===== src/rtl/branch_pkg.sv =====
// Shared definitions for the pipelined branch unit.
//   - 9-bit opcode encodings of the decoded branch family
//   - branch_stage_t: one pipeline slot {valid, taken, wr, addr, link, target}
//   - sext_shl2: sign-extend a 16-bit word offset and convert it to bytes
// Field numbering in the architecture is MSB-first (bit 0 = MSB). Here the
// usual descending ranges are used, so architectural bit 0 maps to the top
// bit of each field.
package branch_pkg;

  localparam logic [8:0] OP_BR    = 9'b001100100;
  localparam logic [8:0] OP_BRA   = 9'b001100000;
  localparam logic [8:0] OP_BRSL  = 9'b001100110;
  localparam logic [8:0] OP_BRASL = 9'b001100010;
  localparam logic [8:0] OP_BRZ   = 9'b001000000;
  localparam logic [8:0] OP_BRNZ  = 9'b001000010;
  localparam logic [8:0] OP_BRHZ  = 9'b001000100;
  localparam logic [8:0] OP_BRHNZ = 9'b001000110;

  typedef struct packed {
    logic        valid;
    logic        taken;
    logic        wr;
    logic [6:0]  addr;
    logic [31:0] link;
    logic [31:0] target;
  } branch_stage_t;

  // Word offset -> signed byte offset, 32 bits wide.
  function automatic logic [31:0] sext_shl2(input logic [15:0] imm);
    return {{14{imm[15]}}, imm, 2'b00};
  endfunction

endpackage


===== src/rtl/branch_stage_reg.sv =====
// One slot of the branch pipeline.
//   clk, reset : clock, asynchronous active-high reset (clears whole slot)
//   stall      : hold the slot contents
//   kill       : clear valid on the next edge; wins over stall
//   d / q      : incoming / registered slot
// The payload is only overwritten when a valid entry arrives, so the final
// slot keeps presenting the last real branch while bubbles pass through.
module branch_stage_reg
  import branch_pkg::*;
(
  input  logic          clk,
  input  logic          reset,
  input  logic          stall,
  input  logic          kill,
  input  branch_stage_t d,
  output branch_stage_t q
);

  always_ff @(posedge clk or posedge reset) begin
    if (reset)
      q <= '0;
    else if (kill)
      q.valid <= 1'b0;
    else if (!stall) begin
      if (d.valid)
        q <= d;
      else
        q.valid <= 1'b0;
    end
  end

endmodule


===== src/rtl/branch_unit_pipe.sv =====
// Pipelined branch unit: decode/resolve at issue, then LATENCY register slots.
// Parameters: LATENCY (slots, >=1), LS_ADDR_BITS (target/link mask width),
//             RT_WIDTH (register width, >=33).
// Inputs : clk, reset (async, high), valid_in, opcode9, immediate16, addr_rt,
//          rt (condition word is the top 32 bits), PCin, stall, flush.
// Outputs: pipe_data (link in top word, rest zero), pipe_addr, pipe_wr,
//          redirect (taken branch leaving the last slot), PCout (its target).
module branch_unit_pipe
  import branch_pkg::*;
#(
  parameter int LATENCY      = 4,
  parameter int LS_ADDR_BITS = 18,
  parameter int RT_WIDTH     = 128
) (
  input  logic                clk,
  input  logic                reset,
  input  logic                valid_in,
  input  logic [8:0]          opcode9,
  input  logic [15:0]         immediate16,
  input  logic [6:0]          addr_rt,
  input  logic [RT_WIDTH-1:0] rt,
  input  logic [31:0]         PCin,
  input  logic                stall,
  input  logic                flush,
  output logic [RT_WIDTH-1:0] pipe_data,
  output logic [6:0]          pipe_addr,
  output logic                pipe_wr,
  output logic                redirect,
  output logic [31:0]         PCout
);

  localparam logic [31:0] LS_MASK = (LS_ADDR_BITS >= 32) ? 32'hFFFF_FFFF
                                  : 32'((64'd1 << LS_ADDR_BITS) - 64'd1);

  // ---------------- decode / resolve ----------------
  logic [31:0]   rt_word;
  logic [15:0]   rt_half;
  logic [31:0]   rel_tgt, abs_tgt;
  branch_stage_t issue;
  logic          unused_rt;

  assign rt_word   = rt[RT_WIDTH-1 -: 32];
  assign rt_half   = rt_word[15:0];
  assign unused_rt = ^rt[RT_WIDTH-33:0];
  assign rel_tgt   = (PCin + sext_shl2(immediate16)) & LS_MASK;
  assign abs_tgt   = sext_shl2(immediate16) & LS_MASK;

  always_comb begin
    issue        = '0;
    issue.valid  = valid_in;
    issue.addr   = addr_rt;
    issue.link   = (PCin + 32'd4) & LS_MASK;
    issue.target = rel_tgt;
    case (opcode9)
      OP_BR:    issue.taken = 1'b1;
      OP_BRA:   begin issue.taken = 1'b1; issue.target = abs_tgt; end
      OP_BRSL:  begin issue.taken = 1'b1; issue.wr = 1'b1; end
      OP_BRASL: begin issue.taken = 1'b1; issue.wr = 1'b1; issue.target = abs_tgt; end
      OP_BRZ:   issue.taken = (rt_word == 32'd0);
      OP_BRNZ:  issue.taken = (rt_word != 32'd0);
      OP_BRHZ:  issue.taken = (rt_half == 16'd0);
      OP_BRHNZ: issue.taken = (rt_half != 16'd0);
      default:  ;  // unknown opcode travels as a harmless bubble
    endcase
  end

  // ---------------- pipeline ----------------
  branch_stage_t stg     [LATENCY];
  branch_stage_t stage_d [LATENCY];
  branch_stage_t last;
  logic          squash, kill;

  assign last = stg[LATENCY-1];
  // A redirect only squashes once it actually leaves (stall released), and
  // the squash also covers the slot moving into the last position and the
  // branch issuing this cycle -- hence one kill for every slot.
  assign squash = last.valid & last.taken & ~stall;
  assign kill   = flush | squash;

  for (genvar i = 0; i < LATENCY; i++) begin : g_stage
    if (i == 0) begin : g_head
      assign stage_d[i] = issue;
    end else begin : g_body
      assign stage_d[i] = stg[i-1];
    end
    branch_stage_reg u_reg (
      .clk   (clk),
      .reset (reset),
      .stall (stall),
      .kill  (kill),
      .d     (stage_d[i]),
      .q     (stg[i])
    );
  end

  // ---------------- outputs ----------------
  assign redirect  = last.valid & last.taken;
  assign pipe_wr   = last.valid & last.wr;
  assign PCout     = last.target;
  assign pipe_addr = last.addr;

  always_comb begin
    pipe_data                   = '0;
    pipe_data[RT_WIDTH-1 -: 32] = last.link;
  end

endmodule


===== config.mk =====
export PLATFORM = sky130hd
export DESIGN_NAME = branch_unit_pipe
export DESIGN_NICKNAME = d
export VERILOG_FILES = /design/src/rtl/branch_pkg.sv /design/src/rtl/branch_stage_reg.sv /design/src/rtl/branch_unit_pipe.sv
export SDC_FILE = /design/constraint.sdc
export NUM_CORES = 1
export LEC_CHECK = 0
export BUFFER_PORTS_ARGS = -buffer_cell sky130_fd_sc_hd__buf_4
export CAP_MARGIN = 20
export CORE_AREA = 2 2 144 146
export CTS_CLUSTER_SIZE = 24
export DETAILED_ROUTE_END_ITERATION = 10
export DIE_AREA = 0 0 146 148
export GPL_ROUTABILITY_DRIVEN = 0
export GPL_TIMING_DRIVEN = 0
export PLACE_DENSITY = 0.77
export SETUP_SLACK_MARGIN = 0.2
export SLEW_MARGIN = 10
export SYNTH_ARGS = -nofsm -noshare
export SYNTH_HDL_FRONTEND = slang
export SYNTH_SLANG_ARGS = --single-unit

===== constraint.sdc =====
create_clock -name clk -period 15.6 [get_ports clk]
set_input_delay 3.12 -clock clk [delete_from_list [all_inputs] [get_ports clk]]
set_output_delay 3.12 -clock clk [all_outputs]
set_load 0.02 [all_outputs]

==> flow_metrics.py, run 1 <==
metrics = {
    "outcome": {
        "status": "finished, final reports clean",
    },
    "sta": {
        "setup_viol": 0,
        "tns_ns": 0,
        "finalMaxSlewViolations": 0,
        "min_period_ns": 5.144,
        "hold_violations": 0,
        "tightestPinTransition_ns": 0.9540,
        "max_slew_margin_pct": 36.02,
        "fin_crit_sh_pct": 32.98,
        "rsz0062_at_grt": "false",
        "fin_ws_ns": 10.46,
        "fin_worst_skew_ns": 0.009658,
        "max_freq_mhz": 194.4,
    },
    "setup_path": {
        "path_cells": "buf_4 -> a211oi_1 -> and2_1 -> clkbuf_1 -> clkbuf_1 -> nor2_1 -> a31oi_1",
        "rr_worst_depth": 6,
        "crit_arrival_ns": 5.50,
        "crit_start": "flush",
        "cp_data_required_time_ns": 15.96,
        "critPathLaunchType": "primary input",
        "crit_top_cell": "clkbuf_1",
        "max_stage_delay_ns": 0.78,
        "critPathKind": "primary input to flop",
        "crit_slowest_cell": "a211oi_1",
        "endpoint_kind": "flop",
        "crit_path_end": "g_stage[0].u_reg.q[3]",
        "reg2reg_slack_ns": 12.82,
        "r2r_start": "g_stage[3].u_reg.q[72]",
        "path_max_fanout": 10,
        "r2r-end": "g_stage[0].u_reg.q[3]",
    },
    "finish": {
        "finalNonFillerCells": 1375,
        "fillCellCount": 1712,
        "nNetsFinal": 1306,
        "diodes": 0,
        "largest-register": "g_stage.u_reg.q",
        "largest_reg_flops": 184,
        "reg.largest.list": "g_stage.u_reg.q x184",
        "final_util_pct": 58.75,
        "area_growth_pct": 26.84,
        "layout-drive-gt1-share_pct": 42.81,
        "final_cell_area_mm2": 0.01177,
    },
    "clock_tree": {
        "cts_setup_buffers": 0,
        "numCtsBuffers": 17,
        "insertion_delay_ns": 0.44,
        "clk_path_buf_depth": 2,
        "cts_sinks": 184,
        "cts_tree": "built",
        "cts_hold_buf": 0,
        "root_buffer": "clkbuf_16",
        "clkTransAtPathRegs_ns": 0.07,
        "cts_resized": 0,
        "htreeDepth": 4,
    },
    "die": {
        "core_mm2": 0.02004,
        "die_h_um": 148,
        "rows": 52,
        "dieArea_mm2": 0.02161,
        "initial_utilization_pct": 46.32,
        "die_w_um": 146,
        "io_pins": 366,
    },
    "route": {
        "ant_nets": 0,
        "via_count": 6418,
        "viasPerCell": 4.668,
        "drt_first_pass_iters": 5,
        "drtIter0Drc": 420,
        "route.detailed.drc": 0,
        "wl_per_cell_um": 14.60,
        "wl_mm": 20.07,
    },
    "logic_synthesis": {
        "synthesis.area_mm2": 0.009283,
        "post-synth-top-count-cell": "dfrtp_1",
        "synth_common_cells": "184 x dfrtp_1, 167 x buf_4, 135 x mux2_2",
        "synthArstFlopShare_pct": 100.0,
        "synth_edf_count": 0,
        "ys_seq_elements": 184,
        "synth.avg_cell_area_um2": 11.35,
        "seq_area_frac_synth_pct": 49.60,
        "yosysUniqueCellTypes": 47,
        "ys.warnings.count": 0,
        "synth_top_area_share_pct": 49.60,
        "synth_top_area_cell": "dfrtp_1",
        "synth_cells": 818,
        "yosys-top-cells-area": "dfrtp_1 50%, mux2_2 16%, buf_4 14%",
        "synthFlopType": "dfrtp_1",
    },
    "job": {
        "cap_viol_max_count": 0,
    },
    "global_route": {
        "antenna_found_initial": 0,
        "grt_pass1_vias": 6343,
        "grt_pass1_wl_mm": 31.71,
        "grt_max_degree": 94,
        "grt_use_total_pct": 18.76,
        "grt-ovfl-total": 0,
    },
    "place": {
        "placed_area_mm2": 0.01110,
        "dp.cells": 1343,
        "io_buffer_count": 131,
        "post-dp-hpwl_mm": 15.23,
        "pre_cts_slack_ns": 10.05,
    },
    "power": {
        "power_density_mw_per_mm2": 110.3,
        "p_leak_nw": 6.331,
        "peakVddDrop_mv": 0.06173,
    },
    "worst_hold_path": {
        "hold_class": "flop to flop",
    },
}
power breakdown:
part	switching (mW)	internal, mW
combinational	0.103	0.112
sequential	0.0416	0.559
clock	0.180	0.302
stage by stage:
stage / power (mW) / hold WS, ns
after floorplan: 0.7615 / 0.4417
after global placement: 0.8131 / 0.4523
after detailed placement: 0.8235 / 0.4588
after CTS: 1.306 / 0.4793
after global routing: 1.359 / 0.5073
final: 1.298 / 0.4755
critical path, delay by kind of cell:
kind / cells / cell delay, ns
simple gates: 2 / 0.37
compound gates: 2 / 0.94
buf+inv: 3 / 1.06
logic make-up (layout without fill, tap and decap cells):
| kind of cell | after synthesis | in the layout | synth area share, % |
|---|---|---|---|
| XOR/XNOR | 22 | 22 | 2.076 |
| buffers and inverters | 198 | 362 | 14.85 |
| flip-flops | 184 | 184 | 49.60 |
| AND/OR/NAND/NOR | 179 | 179 | 9.098 |
| adder cells (fa/ha/maj) | 17 | 17 | 2.372 |
| AO/OA/AOI/OAI | 77 | 77 | 5.041 |
| other | 1 | 124 | 0.04040 |
| multiplexers | 140 | 140 | 16.92 |
per-layer routing:
layer  global-route usage [%]  wire, um  vias to the layer above
met1                    24.54      8689                     3096
met4                    5.874       231                        0
met2                    30.71      9696                      233
li1                         -         -                     3069
met5                        0         0                        -
met3                    5.031      1453                       20
placed cells by master (no fill, tap or decap), types with 12 or more instances in the layout:
master and n:
xnor2_1 12, ha_1 16, and3_1 14, dfrtp_1 184
a21oi_1 18, clkbuf_1 24, conb_1 124, o21ai_0 34
buf_4 298, nand3_1 18, nor2_1 17, mux2_2 135
clkbuf_16 17, nand2_1 90
area by class of cell:
class	instances	area (um2)	area share, %
tap	270	337.8	2.869
clock inverter	10	188.9	1.605
buffer	193	1360	11.55
sequential	184	4604	39.11
timing repair buffer	132	1011	8.587
clock buffer	22	484.2	4.113
inverter	5	26.28	0.2232
multi-input combinational	559	3761	31.94
worst min-delay path by stage:
stage	start	to	slack, ns	depth (start not counted)
6_report	g_stage[0].u_reg.q[49]	g_stage[0].u_reg.q[49]	0.48	2
5_1_grt	g_stage[1].u_reg.q[73]	g_stage[1].u_reg.q[73]	0.51	2
4_1_cts	g_stage[1].u_reg.q[73]	g_stage[1].u_reg.q[73]	0.48	2
3_5_place_dp	g_stage[0].u_reg.q[35]	g_stage[0].u_reg.q[35]	0.46	2
3_3_place_gp	g_stage[0].u_reg.q[67]	g_stage[0].u_reg.q[67]	0.45	2
2_1_floorplan	g_stage[0].u_reg.q[64]	g_stage[0].u_reg.q[64]	0.44	2
(Power assumes the default switching activity.)
==> inputs of run 2 (changes only) <==
--- a/config.mk
+++ b/config.mk
@@ -7,13 +7,14 @@
 export LEC_CHECK = 0
 export BUFFER_PORTS_ARGS = -buffer_cell sky130_fd_sc_hd__buf_4
 export CAP_MARGIN = 20
-export CORE_AREA = 2 2 144 146
+export CORE_ASPECT_RATIO = 1.25
+export CORE_MARGIN = 2
+export CORE_UTILIZATION = 45
 export CTS_CLUSTER_SIZE = 24
 export DETAILED_ROUTE_END_ITERATION = 10
-export DIE_AREA = 0 0 146 148
 export GPL_ROUTABILITY_DRIVEN = 0
 export GPL_TIMING_DRIVEN = 0
-export PLACE_DENSITY = 0.77
+export PLACE_DENSITY = 0.78
 export SETUP_SLACK_MARGIN = 0.2
 export SLEW_MARGIN = 10
 export SYNTH_ARGS = -nofsm -noshare
==> constraint.sdc (replaced) <==
create_clock -name clk -period 4.5 [get_ports clk]
set_input_delay 0.9 -clock clk [delete_from_list [all_inputs] [get_ports clk]]
set_output_delay 0.9 -clock clk [all_outputs]
set_load 0.02 [all_outputs]
==> run 2 against run 1 <==
Die area rose by 0.89%. Critical path depth rose by 2. Combinational power rose to 3.5 times the previous value. Clock skew barely moved.
==> flow_metrics.py, run 2 (synthesized netlist as in run 1, its figures left out) <==
metrics = {
    "setup_path": {
        "endpoint_kind": "flop",
        "critPathKind": "primary input to flop",
        "crit_arrival_ns": 3.25,
        "rr_worst_depth": 4,
        "r2r-end": "g_stage[3].u_reg.q[71]",
        "reg2reg_slack_ns": 1.80,
        "cp_data_required_time_ns": 4.82,
        "path_max_fanout": 6,
        "r2r_start": "g_stage[3].u_reg.q[72]",
        "critPathLaunchType": "primary input",
    },
    "sta": {
        "setup_viol": 0,
        "max_slew_margin_pct": 37.70,
        "hold_ws_ns": 0.4779,
        "tightestPinTransition_ns": 0.9289,
        "rsz0062_at_grt": "false",
        "min_period_ns": 2.936,
        "tns_ns": 0,
        "fin_worst_skew_ns": 0.01000,
        "max_freq_mhz": 340.6,
        "fin_crit_sh_pct": 65.24,
        "hold_violations": 0,
        "finalMaxSlewViolations": 0,
    },
    "die": {
        "dieArea_mm2": 0.02180,
        "die_h_um": 164.6,
        "io_pins": 366,
        "rows": 58,
        "initial_utilization_pct": 46.01,
        "core_mm2": 0.02017,
        "die_w_um": 132.5,
    },
    "outcome": {
        "status": "finished, final reports clean",
    },
    "worst_hold_path": {
        "holdPathEnd": "g_stage[0].u_reg.q[45]",
        "holdPathStages": 2,
        "worstHoldStart": "g_stage[0].u_reg.q[45]",
        "hold_class": "flop to flop",
    },
    "finish": {
        "layout_common_cells": "298 x buf_4, 184 x dfrtp_1, 135 x mux2_2",
        "layout-drive-gt1-share_pct": 43.10,
        "register_area_mm2": 0.004604,
        "diodes": 0,
        "largest_reg_flops": 184,
        "largest-register": "g_stage.u_reg.q",
        "reg.largest.list": "g_stage.u_reg.q x184",
        "nNetsFinal": 1310,
        "fillCellCount": 1681,
        "final_common_cell": "buf_4",
        "area_growth_pct": 26.61,
        "multi_input_area_mm2": 0.003761,
    },
    "route": {
        "via_count": 6420,
        "wl_per_cell_um": 15.23,
        "drtIter0Drc": 336,
        "ant_nets": 0,
        "wl_mm": 21.00,
        "route.detailed.drc": 0,
        "viasPerCell": 4.656,
        "drt_first_pass_iters": 5,
    },
    "clock_tree": {
        "numCtsBuffers": 17,
        "cts_resized": 0,
        "cts_tree": "built",
        "htreeDepth": 4,
        "clkTransAtPathRegs_ns": 0.08,
        "insertion_delay_ns": 0.43,
        "root_buffer": "clkbuf_16",
        "clk_path_buf_depth": 2,
        "cts_setup_buffers": 0,
        "cts_hold_buf": 0,
        "cts_sinks": 184,
    },
    "global_route": {
        "grt_use_total_pct": 19.53,
        "grt_max_degree": 40,
        "grt_pass1_wl_mm": 33.19,
        "grt-ovfl-total": 0,
        "grt_pass1_vias": 6456,
        "antenna_found_initial": 0,
    },
    "power": {
        "power_density_mw_per_mm2": 364.6,
        "p_leak_nw": 6.330,
        "peakVddDrop_mv": 0.2527,
        "power_frac_clock_pct": 33.6,
        "p_switching_mw": 1.207,
        "seqPwrFrac_pct": 48.7,
        "combPwrFrac_pct": 17.7,
        "swShare_pct": 28.18,
        "p_int_mw": 3.077,
    },
    "job": {
        "cap_viol_max_count": 0,
    },
    "place": {
        "io_buffer_count": 131,
        "post-dp-hpwl_mm": 16.73,
    },
}
run 2: worst max path at each step:
stage | cells past startpoint | from | slack [ns] | end
floorplan | 1 | reset | 1.24 | g_stage[0].u_reg.q[0]
global placement | 2 | reset | 0.23 | g_stage[3].u_reg.q[47]
detailed placement | 9 | PCin[2] | 1.14 | g_stage[0].u_reg.q[16]
CTS | 9 | PCin[2] | 1.59 | g_stage[0].u_reg.q[16]
global route | 7 | flush | 1.43 | g_stage[0].u_reg.q[1]
finish | 9 | PCin[2] | 1.56 | g_stage[0].u_reg.q[16]
run 2: layout make-up:
| type | instances | share of cell area (%) |
|---|---|---|
| Sequential cell | 184 | 39.18 |
| Multi-Input combinational cell | 559 | 32.00 |
| Buffer | 193 | 11.57 |
| Timing Repair Buffer | 136 | 9.284 |
| Clock buffer | 17 | 3.620 |
| Tap cell | 270 | 2.874 |
| Clock inverter | 15 | 1.278 |
| Inverter | 5 | 0.1916 |
run 2: power groups by stage:
stage / Combinational, mW / Clock [mW] / Sequential (mW)
floorplan: 0.581 / 0 / 2.06
global placement: 0.716 / 0 / 2.11
detailed placement: 0.751 / 0 / 2.12
CTS: 0.757 / 1.46 / 2.09
global route: 0.837 / 1.53 / 2.13
finish: 0.757 / 1.44 / 2.09
run 2: through the flow:
stage                     setup slack, ns  total power, mW  cells  util, %  area, um2
after global routing                1.426            4.493   1379    58.25      11750
after detailed placement            1.136            2.872   1347    55.40      11180
after floorplan                     1.235            2.640    941        -       9748
after global placement             0.2320            2.826   1342    54.87      11070
after CTS                           1.589            4.309   1379    58.25      11750
final                               1.564            4.285   1379    58.25      11750
run 2: routing by layer:
| layer | share of wire [%] | track usage (%) | vias up |
|---|---|---|---|
| met4 | 1.8 | 5.963 | 0 |
| met3 | 6.7 | 4.451 | 28 |
| met2 | 51 | 34.13 | 245 |
| met5 | 0 | 0 | - |
| li1 | - | - | 3073 |
| met1 | 41 | 24.22 | 3074 |
run 2: worst max-delay path, cell delays in order:
cell	delay [ns]
buf_4	0.14
ha_1	0.21
fa_1	0.40
a21o_1	0.23
a221oi_2	0.30
o21bai_1	0.17
a211o_1	0.35
a2111o_1	0.37
and3_1	0.18
==> inputs of run 3 (changes only) <==
==> constraint.sdc (replaced) <==
create_clock -name clk -period 2.6 [get_ports clk]
set_input_delay 0.52 -clock clk [delete_from_list [all_inputs] [get_ports clk]]
set_output_delay 0.52 -clock clk [all_outputs]
set_load 0.02 [all_outputs]
==> run 3 against run 2 <==
Global-route usage shrank 0.49 points. Core utilization is 0.55 points higher. Non-clock buffer count grew 4. Flip-flop and latch count unchanged. Sequential power grew 73%. Via count up 0.65%. Total power rose by 76%. Sequential share of layout area down 0.37 points. First-iteration DRC count up 9.5%. Cell count increased by 0.29%. Hold slack worse by 0.24 ns. Largest cell class unchanged.
==> flow_metrics.py, run 3 (synthesized netlist as in run 1, its figures left out) <==
metrics = {
    "outcome": {
        "status": "finished, final reports clean",
    },
    "sta": {
        "finalMaxSlewViolations": 0,
        "max_slew_margin_pct": 42.28,
        "tightestPinTransition_ns": 0.8657,
        "min_period_ns": 2.368,
        "fin_crit_sh_pct": 91.09,
        "fin_worst_skew_ns": 0.007148,
        "rsz0062_at_grt": "true",
        "setup_viol": 0,
        "tns_ns": 0,
        "max_freq_mhz": 422.2,
        "hold_violations": 0,
        "hold_ws_ns": 0.2387,
    },
    "route": {
        "ant_nets": 0,
        "wl_per_cell_um": 15.07,
        "wl_mm": 20.84,
        "drt_first_pass_iters": 5,
        "viasPerCell": 4.672,
        "route.detailed.drc": 0,
        "via_count": 6462,
        "drtIter0Drc": 368,
    },
    "die": {
        "initial_utilization_pct": 46.01,
        "die_h_um": 164.6,
        "dieArea_mm2": 0.02180,
        "core_mm2": 0.02017,
        "io_pins": 366,
        "die_w_um": 132.5,
        "rows": 58,
    },
    "setup_path": {
        "cpLargestDelayFamily": "compound AO/OA/AOI/OAI gates",
        "critPathLaunchType": "primary input",
        "reg2reg_slack_ns": 0.28,
        "path_max_fanout": 3,
        "endpoint_kind": "flop",
        "r2r_start": "g_stage[3].u_reg.q[72]",
        "crit_slowest_cell": "fa_2",
        "path_cells": "buf_12 -> ha_4 -> fa_2 -> a21o_1 -> a221oi_4 -> o21bai_2 -> a211o_1 -> a2111o_1 -> and3_1",
        "rr_worst_depth": 4,
        "max_stage_delay_ns": 0.38,
        "critPathKind": "primary input to flop",
        "crit_arrival_ns": 2.69,
        "r2r-end": "g_stage[2].u_reg.q[0]",
        "cp_data_required_time_ns": 2.92,
        "crit_buf_inv": 1,
    },
    "clock_tree": {
        "insertion_delay_ns": 0.43,
        "cts_tree": "built",
        "numCtsBuffers": 17,
        "clk_path_buf_depth": 2,
        "root_buffer": "clkbuf_16",
        "cts_sinks": 184,
        "htreeDepth": 4,
        "clkTransAtPathRegs_ns": 0.07,
    },
    "global_route": {
        "grt_pass1_vias": 6507,
        "grt_use_total_pct": 19.04,
        "grt_max_degree": 40,
        "antenna_found_initial": 0,
        "grt-ovfl-total": 0,
        "grt_pass1_wl_mm": 32.61,
    },
    "finish": {
        "nNetsFinal": 1314,
        "reg.largest.list": "g_stage.u_reg.q x184",
        "area_growth_pct": 27.81,
        "layout-drive-gt1-share_pct": 44.03,
        "largest-register": "g_stage.u_reg.q",
        "largest_reg_flops": 184,
        "final_util_pct": 58.81,
        "diodes": 0,
        "register_area_mm2": 0.004604,
        "final_common_cell": "buf_4",
        "finalNonFillerCells": 1383,
        "layout_common_cells": "301 x buf_4, 184 x dfrtp_1, 135 x mux2_2",
        "multi_input_area_mm2": 0.003815,
        "fillCellCount": 1647,
    },
    "power": {
        "combPwrFrac_pct": 17.8,
        "p_int_mw": 5.432,
        "seqPwrFrac_pct": 48.1,
        "swShare_pct": 27.84,
        "p_leak_nw": 6.376,
        "power_frac_clock_pct": 34.1,
        "power.total_mw": 7.528,
        "power_density_mw_per_mm2": 634.5,
        "peakVddDrop_mv": 0.4932,
        "p_switching_mw": 2.096,
    },
    "worst_hold_path": {
        "hold_class": "primary input to async pin",
    },
    "place": {
        "post-dp-hpwl_mm": 16.07,
        "dp.cells": 1346,
        "io_buffer_count": 131,
    },
    "job": {
        "cap_viol_max_count": 0,
    },
}
run 3: worst register-to-register path: cells and delay by family, from the launching register on:
family / cells / cell delay [ns]
flops: 1 / 0.45
mux: 1 / 0.41
simple gates: 1 / 0.41
buf+inv: 1 / 0.49
compound gates: 1 / 0.44
run 3: routing by layer:
layer	global-route usage, %	up-vias	share of wire (%)	wire, um
li1	-	3087	-	-
met1	23.46	3086	40	8393
met2	32.93	258	51	10530
met3	4.389	31	6.8	1425
met4	6.843	0	2.4	493
met5	0	-	0	0
run 3: how the worst max path moves through the flow:
stage	from	to	slack, ns	cells past startpoint
floorplan	reset	g_stage[0].u_reg.q[0]	-0.28	1
global placement	reset	g_stage[3].u_reg.q[47]	-1.31	2
detailed placement	flush	g_stage[1].u_reg.q[69]	-0.36	5
CTS	g_stage[3].u_reg.q[73]	g_stage[1].u_reg.q[9]	0.17	4
global route	PCin[2]	g_stage[0].u_reg.q[16]	0.17	9
finish	PCin[2]	g_stage[0].u_reg.q[16]	0.23	9
run 3: what timing repair did:
action / in CTS / in global routing
setup endpoints to repair: 162 / 130
cloned: 0 / 0
gates resized for setup: 2 / 15
buffers inserted: 1 / 4
hold buffers: 0 / 0
pin swaps: 3 / 8
run 3: layout make-up:
type                       count  area share [%]
buffer                       193           11.50
timing repair buffer         140           9.450
clock inverter                15           1.466
multi-input combinational    559           32.16
clock buffer                  17           3.586
sequential                   184           38.81
inverter                       5          0.1898
tap                          270           2.847
run 3: stage by stage:
stage / setup WS [ns] / cell area, um2
3_5_place_dp: -0.3639 / 11160
6_report: 0.2316 / 11860
2_1_floorplan: -0.2845 / 9763
4_1_cts: 0.1697 / 11790
3_3_place_gp: -1.309 / 11080
5_1_grt: 0.1654 / 11860
run 3: power by group through the flow:
stage	combinational (mW)	sequential, mW	clock [mW]
floorplan	1.01	3.56	0
detailed placement	1.29	3.67	0
global route	1.46	3.68	2.73
global placement	1.24	3.66	0
CTS	1.31	3.62	2.61
finish	1.34	3.62	2.57
